<file path="config.mk">
export PLATFORM = sky130hd
export DESIGN_NAME = ascii_word_assembler
export DESIGN_NICKNAME = d
export VERILOG_FILES = /design/src/rtl/ascii_word_assembler.sv
export SDC_FILE = /design/constraint.sdc
export NUM_CORES = 1
export LEC_CHECK = 0
export CAP_MARGIN = 0
export CORE_MARGIN = 5
export CORE_UTILIZATION = 30
export DETAILED_ROUTE_END_ITERATION = 10
export SLEW_MARGIN = 30
export SYNTH_ARGS = -nofsm -noshare
export SYNTH_HDL_FRONTEND = slang
export SYNTH_SLANG_ARGS = --single-unit
</file>
<file path="constraint.sdc">
create_clock -name clk -period 3.95 [get_ports clk]
set_input_delay 0.395 -clock clk [delete_from_list [all_inputs] [get_ports clk]]
set_output_delay 0.395 -clock clk [all_outputs]
set_load 0.05 [all_outputs]
</file>
<file path="src/rtl/ascii_word_assembler.sv">
`default_nettype none
// ascii_word_assembler: packs ASCII '0'/'1' characters into a WIDTH-bit word with ready/valid output.
// Optional hex digit entry via ASCII_HEX_EN. Rev 1.0
module ascii_word_assembler #(
    parameter  int WIDTH = 8,
    localparam int CW    = $clog2(WIDTH + 1)
) (
    input  logic             clk,
    input  logic             rst,
    input  logic             rx_dv,
    input  logic [7:0]       rx_byte,
`ifdef ASCII_HEX_EN
    input  logic             hex_mode,
`endif
    input  logic             out_ready,
    output logic [WIDTH-1:0] out_word,
    output logic [CW-1:0]    out_len,
    output logic             out_valid,
    output logic             err,
    output logic             ovf
);

    typedef enum logic [0:0] {
        COLLECT = 1'b0,
        FULL    = 1'b1
    } state_t;

    localparam logic [CW-1:0] CNT_FULL = CW'(WIDTH);

    state_t           state;
    logic [WIDTH-1:0] sr;
    logic [CW-1:0]    cnt;

    logic [WIDTH-1:0] next_sr;
    logic [CW-1:0]    next_cnt;
    logic             emit;
    logic             bad;
    logic             is_term;
    logic             is_space;
    logic             is_bin;
    logic             bin_mode;

    assign is_term  = (rx_byte == 8'h0D) || (rx_byte == 8'h0A);
    assign is_space = (rx_byte == 8'h20);
    assign is_bin   = (rx_byte == 8'h30) || (rx_byte == 8'h31);

`ifdef ASCII_HEX_EN
    logic             is_hex;
    logic [3:0]       nib;
    logic [WIDTH-1:0] sr_hex;
    logic [CW:0]      cnt_plus4;

    assign bin_mode  = ~hex_mode;
    assign is_hex    = ((rx_byte >= 8'h30) && (rx_byte <= 8'h39)) ||
                       ((rx_byte >= 8'h41) && (rx_byte <= 8'h46)) ||
                       ((rx_byte >= 8'h61) && (rx_byte <= 8'h66));
    // Letters A-F / a-f both have low nibble 1..6, so +9 yields 10..15.
    assign nib       = (rx_byte <= 8'h39) ? rx_byte[3:0] : rx_byte[3:0] + 4'd9;
    assign cnt_plus4 = {1'b0, cnt} + (CW+1)'(4);

    if (WIDTH == 4) begin : g_hex_narrow
        assign sr_hex = nib;
    end else begin : g_hex_wide
        assign sr_hex = {sr[WIDTH-5:0], nib};
    end
`else
    assign bin_mode = 1'b1;
`endif

    always_comb begin
        next_sr  = sr;
        next_cnt = cnt;
        emit     = 1'b0;
        bad      = 1'b0;
        if (is_space) begin
            emit = 1'b0;
        end else if (is_term) begin
            emit = (cnt != '0);
        end else if (is_bin && bin_mode) begin
            next_sr  = {sr[WIDTH-2:0], rx_byte[0]};
            next_cnt = cnt + CW'(1);
            emit     = (next_cnt == CNT_FULL);
`ifdef ASCII_HEX_EN
        end else if (is_hex && hex_mode) begin
            if (cnt_plus4 > (CW+1)'(WIDTH)) begin
                bad = 1'b1;
            end else begin
                next_sr  = sr_hex;
                next_cnt = cnt_plus4[CW-1:0];
                emit     = (next_cnt == CNT_FULL);
            end
`endif
        end else begin
            bad = 1'b1;
        end
    end

    always_ff @(posedge clk or negedge rst) begin
        if (!rst) begin
            state     <= COLLECT;
            sr        <= '0;
            cnt       <= '0;
            out_word  <= '0;
            out_len   <= '0;
            out_valid <= 1'b0;
            err       <= 1'b0;
            ovf       <= 1'b0;
        end else begin
            err <= 1'b0;
            ovf <= 1'b0;
            if (state == FULL && out_ready) begin
                out_valid <= 1'b0;
                state     <= COLLECT;
            end
            // A strobe in the accepting cycle starts the next word (sr/cnt are already clear).
            if (state == FULL && !out_ready) begin
                if (rx_dv) ovf <= 1'b1;
            end else if (rx_dv) begin
                if (bad) begin
                    err <= 1'b1;
                    sr  <= '0;
                    cnt <= '0;
                end else if (emit) begin
                    out_word  <= next_sr;
                    out_len   <= next_cnt;
                    out_valid <= 1'b1;
                    state     <= FULL;
                    sr        <= '0;
                    cnt       <= '0;
                end else begin
                    sr  <= next_sr;
                    cnt <= next_cnt;
                end
            end
        end
    end

endmodule
`default_nettype wire

</file>
==> out/results.ini, run 1 <==
[routing]
wl_per_cell_um=13.82
dr_total_vias=1033
routed_wl_mm=3.069
drt_iter0_markers=67
drc=0
firstDrtPassIters=4
drtAntennaViolNets=0
viasPerCell=4.653

[timing]
max-slew-margin-rel_pct=60.86
rsz0062_at_grt=no
finClkSkew_ps=5.885
drv_slew=0
hold_violations=0
fmax_mhz=424.7
finalCritPeriodShare_pct=59.61
fin_crit_ps=2354
fin_tns_setup_ps=0
setup_viol=0
max_slew.worst_pin.slew_ps=585.7

[pwr]
ir_worst_vdd_v=0.0001402
cellLeakagePower_nw=0.8640
powerDensity_nw_per_um2=302.8

[logic_synthesis]
synth_flop_cell=dfrtp_1
synth-edff-count=0
postSynthCellCount=127
synthesis.nets=142
syn_area_um2=1456
yosys_warnings=0
synth_cell_types=34
async_flop_share_pct=100.0
synthTopCellsByArea=dfrtp_1 48%, nand2_1 6.2%, mux2i_1 5.5%, a32o_1 4.8%, mux2_4 4.1%
synth-seq-cells=28
synth_top_area_share_pct=48.11
synth-seq-area-share_pct=48.11
syn-mean-instance-area_um2=11.47
yosys.area.top_type=dfrtp_1

[clock_tree]
ctsHtreeMaxLevel=1
cts_buffers=3
cts_resized=0
cts_setup_buffers=0
cts.sink_count=28
clk_latency_ps=270
cts_tree=done
cts.root.buffer_cell=clkbuf_8
cts_buffer_depth=2
cts_hold_buffers=0
clk_pin_slew_worst_paths_ps=100

[critical_path]
cp_max_fo=14
cp.required_ps=4110
worst_setup_path_end_kind=flip-flop
cp-start-kind=primary input
critPathLaunch=rx_byte[1]
arrival_ps=2520
r2r-start=cnt[0]
reg2reg_depth=7
worstSetupPathType=primary input to flip-flop

[global_routing]
grtUsageTotal_pct=10.49
antenna_found_initial=0
grt_pass1_vias=1106
grt_pass1_wl_mm=5.257
grt_start_max_net_pins=18
grt-ovfl-total=0

[die]
io_pins=27
rows=25
dieHeight_um=79.68
design.core.area_um2=4723
die_w_um=79.68
die-area_um2=6348
initial_core_util_pct=30.83

[worst_hold_path]
hp-class=primary input to asynchronous set/reset pin

[layout]
nets=171
area_delta_synth_final_pct=27.66
final_core_util_pct=39.36
drive_gt1_share_pct=14.19
antennaDiodeCount=0
fill_cells=473

[job]
drv_cap=0

[placement]
port_buffers=26
dp_hpwl_mm=2.288
routabilityCongestion=0.8584

[run_status]
outcome=complete, no violations

[cell families after synthesis]
logic type | Yosys count | share of synthesized area, %
and+or+nand+nor | 43 | 16.15
DFF | 28 | 48.11
AOI/OAI and AO/OA | 20 | 13.23
muxes | 17 | 13.49
buffers and inverters | 11 | 3.436
xor gates and xnor gates | 5 | 3.007
adders and majority gates | 3 | 2.578
[flip-flops by register name (all words and copies together), names as in the netlist]
signal,cells
out_valid,1
cnt,4
sr,8
err,1
state,1
ovf,1
out_word,8
out_len,4
[cells in the final DEF, fill, tap and decap left out]
| cell | n |
|---|---|
| nor3_1 | 1 |
| mux2i_1 | 8 |
| mux2_2 | 5 |
| nand2b_1 | 2 |
| clkdlybuf4s50_1 | 26 |
| a32o_1 | 7 |
| a21oi_4 | 1 |
| o2111ai_2 | 1 |
| nand2_1 | 24 |
| inv_1 | 8 |
| bufinv_16 | 1 |
| ha_1 | 3 |
| o31ai_4 | 1 |
| buf_4 | 1 |
| nor4b_4 | 1 |
| nand3_2 | 1 |
| nor4bb_1 | 1 |
| a31oi_1 | 1 |
| nor3b_2 | 1 |
| nor2_1 | 6 |
| dfrtp_1 | 28 |
| and3_1 | 1 |
| a21bo_2 | 1 |
| xor2_1 | 2 |
| a2bb2oi_1 | 1 |
| or3_1 | 1 |
| o2111a_1 | 1 |
| clkbuf_8 | 3 |
| a22o_1 | 1 |
| mux2_4 | 4 |
| o21ai_0 | 5 |
| nand3_1 | 2 |
| and3b_1 | 1 |
| xnor2_1 | 3 |
| nand3_4 | 1 |
[metrics by stage]
stage	total power [W]	instances	hold WS, ps	worst slack, ps	instance area (um^2)
after floorplan	0.0003190	127	99.41	2024	1456
after global placement	0.0003449	218	465.7	1371	1788
after detailed placement	0.0003469	218	463.1	1280	1788
after CTS	0.0005724	222	471.6	1571	1859
after global routing	0.0005880	222	491.0	1496	1859
final	0.0005629	222	457.8	1596	1859
[layout make-up]
| cell class | count | area, um^2 | area share, % |
|---|---|---|---|
| inverters | 8 | 30.03 | 1.615 |
| clock buffers | 3 | 41.29 | 2.221 |
| repair buffers | 27 | 267.8 | 14.40 |
| well taps | 67 | 83.83 | 4.509 |
| clock inverters | 1 | 30.03 | 1.615 |
| multi-input cells | 88 | 705.7 | 37.95 |
| flip-flops and latches | 28 | 700.7 | 37.69 |
[critical path, cell delays in order]
cell and delay [ps]:
clkdlybuf4s50_1 480, nor4b_4 390, nand3_2 260, o31ai_4 320, nand3_4 280, mux2_4 380
[final timing paths]
check	endpoint	slack, ps
min in group clk	out_valid	490
worst max-delay path	out_word[5]	1600
worst min register to register	out_valid	490
worst min-delay path	out_word[2]	460
worst max register to register	out_word[5]	1740
max in group asynchronous	cnt[0]	2860
[report_power, final]
| part | switching [W] | internal, W | leakage, nW | total [W] |
|---|---|---|---|---|
| clock network | 0.0000866 | 0.000136 | 0.0357 | 0.000222 |
| logic | 0.0000263 | 0.0000213 | 0.460 | 0.0000476 |
| registers | 0.00000393 | 0.000289 | 0.368 | 0.000293 |
[cell usage after synthesis (2+ instances only)]
| cell | n |
|---|---|
| a32o_1 | 7 |
| dfrtp_1 | 28 |
| ha_1 | 3 |
| inv_1 | 8 |
| mux2_2 | 5 |
| mux2_4 | 4 |
| mux2i_1 | 8 |
| nand2_1 | 24 |
| nand2b_1 | 2 |
| nand3_1 | 2 |
| nor2_1 | 6 |
| o21ai_0 | 5 |
| xnor2_1 | 3 |
| xor2_1 | 2 |
[per-layer routing]
| metal | part of all wire [%] | up-vias | track usage (%) |
|---|---|---|---|
| met3 | 4.9 | 6 | 2.370 |
| li1 | - | 503 | - |
| met2 | 48 | 26 | 17.03 |
| met5 | 0 | - | 0 |
| met1 | 45 | 498 | 13.03 |
| met4 | 2.0 | 0 | 5.155 |
Note: power is estimated with default switching activity, not from simulation.
==> run 2: changes to the inputs <==
- clock period: 3.95 -> 2.25 ns (I/O delays scaled with it)
==> out/results.ini, run 2 (same netlist as run 1, synthesis figures left out) <==
[run_status]
outcome=complete, no violations

[global_routing]
grtUsageMet2_pct=16.36  ; -0.67 points
grt-busiest-layer=met2
antenna_found_initial=0  ; unchanged
grt-ovfl-total=0  ; unchanged
grt_pass1_wl_mm=5.099  ; -3.0%
grtUsageTotal_pct=10.11  ; -0.39 points
grt_use_met3_pct=1.806  ; -0.56 points
grt_use_met1_pct=13.11  ; +0.073 points
grt_start_max_net_pins=29  ; +11
grt_pass1_vias=1109  ; +0.27%

[die]
die-area_um2=6348  ; unchanged
initial_core_util_pct=30.83  ; unchanged
dieHeight_um=79.68  ; unchanged
design.core.area_um2=4723  ; unchanged
io_pins=27  ; unchanged
die_w_um=79.68  ; unchanged
rows=25  ; unchanged

[layout]
fin_area_um2=1939  ; +4.3%
antennaDiodeCount=0  ; unchanged
layout_commonest_cell=dfrtp_1
fill_cells=445  ; -5.9%
drive_gt1_share_pct=18.90  ; +4.7 points
mostFrequentLayoutCells=28 x dfrtp_1, 26 x clkdlybuf4s50_1, 24 x nand2_1, 9 x buf_4
stdcell_count=231  ; +4.1%
reg.largest.list=out_word (8), sr (8)
area_delta_synth_final_pct=33.16
nets=180  ; +5.3%

[clock_tree]
clk_latency_ps=270  ; about the same
clk_pin_slew_worst_paths_ps=90  ; about the same
cts_buffers=3  ; unchanged
ctsHtreeMaxLevel=1  ; unchanged
cts_tree=done
cts_buffer_depth=2  ; unchanged
cts_hold_buffers=0  ; unchanged
cts.sink_count=28  ; unchanged
cts_resized=0  ; unchanged
cts.root.buffer_cell=clkbuf_8

[timing]
fmax_mhz=471.3
rsz0062_at_grt=yes
setup_viol=0  ; unchanged
fin_crit_ps=2122
max-slew-margin-rel_pct=66.19  ; +5.3 points
finClkSkew_ps=1.101  ; -4.783 ps
max_slew.worst_pin.slew_ps=505.5  ; -80.19 ps
hold_violations=0  ; unchanged
finalCritPeriodShare_pct=94.30
drv_slew=0  ; unchanged

[critical_path]
cp-start-kind=flip-flop
cp_slowest_cell=dfrtp_1
arrival_ps=2290  ; -230 ps
worst-path-buf-inv=1  ; unchanged
worst_setup_path_end_kind=flip-flop
crit_family=compound AO/OA/AOI/OAI gates
cp.required_ps=2410  ; -1700 ps
worstSetupPathType=flip-flop to flip-flop
r2r-start=cnt[0]
critPathLaunch=cnt[0]
path_cells=inv_1 -> ha_1 -> nor4bb_1 -> o2111a_1 -> a31oi_1 -> nand2_1 -> a32o_1
cp_max_fo=8  ; -6
slowest_delay_ps=450  ; -30 ps

[placement]
place_area_um2=1868  ; +4.5%
routabilityCongestion=0.7562  ; -12%
port_buffers=26  ; unchanged
dp_cells=227  ; +4.1%
dp_hpwl_mm=2.267  ; -0.93%

[pwr]
powerDensity_nw_per_um2=513.1  ; +69%
power_w=0.0009951  ; +77%
ir_worst_vdd_v=0.0002065  ; +47%
cellLeakagePower_nw=0.9106  ; +5.4%

[job]
drv_cap=0  ; unchanged

[routing]
viasPerCell=4.459  ; -4.2%
drtAntennaViolNets=0  ; unchanged
firstDrtPassIters=4  ; unchanged
drt_iter0_markers=77  ; +15%
routed_wl_mm=2.932  ; -4.5%
wl_per_cell_um=12.69  ; -8.2%
drc=0  ; unchanged
dr_total_vias=1030  ; -0.29%

[worst_hold_path]
hp-class=primary input to asynchronous set/reset pin

run 2: cell types whose count changed in the layout (fill, tap and decap cells not counted), sizes merged:
cell | before | now
buf | 1 | 10
run 2: worst paths after layout:
path | to | slack, ps | depth (start not counted)
worst max-delay path | cnt[2] | 130 | 7
worst min-delay path | sr[3] | 320 | 2
worst max register to register | cnt[2] | 130 | 7
worst min register to register | out_valid | 500 | 2
max in group asynchronous | out_valid | 1680 | 2
min in group clk | out_valid | 500 | 2
run 2: what timing repair did:
action / in CTS / in global routing
hold endpoints to repair: 0 / 0
setup buffers: 0 / 0
setup endpoints to repair: 0 / 1
run 2: worst register-to-register path, stage by stage, from the launching register on:
cell	delay (ps)
dfrtp_1	450
inv_1	100
ha_1	210
nor4bb_1	140
o2111a_1	120
a31oi_1	380
nand2_1	310
a32o_1	300
run 2: per-layer routing:
layer	share of wire [%]	wire length [um]	vias up
li1	-	-	524
met1	48	1415	489
met2	48	1394	15
met3	2.9	86	2
met4	1.2	36	0
met5	0	0	-
run 2: power by group:
group | switching, W | internal (W) | total [W]
clock | 0.000155 | 0.000238 | 0.000393
combinational | 0.0000457 | 0.0000428 | 0.0000885
sequential | 0.00000627 | 0.000508 | 0.000514
run 2: layout make-up:
type,count,area (um^2),share of cell area [%]
Timing Repair Buffer,36,347.8,17.94
Clock buffer,3,41.29,2.129
Clock inverter,1,30.03,1.548
Multi-Input combinational cell,88,705.7,36.39
Tap cell,67,83.83,4.323
Inverter,8,30.03,1.548
Sequential cell,28,700.7,36.13
run 2: stage by stage:
| stage | setup TNS (ps) | setup slack [ps] | hold WS, ps | util [%] |
|---|---|---|---|---|
| 2_1_floorplan | 0 | 323.6 | -70.59 | - |
| 3_3_place_gp | -5.844 | -3.341 | 472.4 | 39.55 |
| 3_5_place_dp | -1159 | -87.69 | 486.4 | 39.55 |
| 4_1_cts | 0 | 130.4 | 322.0 | 41.06 |
| 5_1_grt | -3.060 | -3.060 | 366.2 | 41.06 |
| 6_report | 0 | 128.2 | 316.8 | 41.06 |
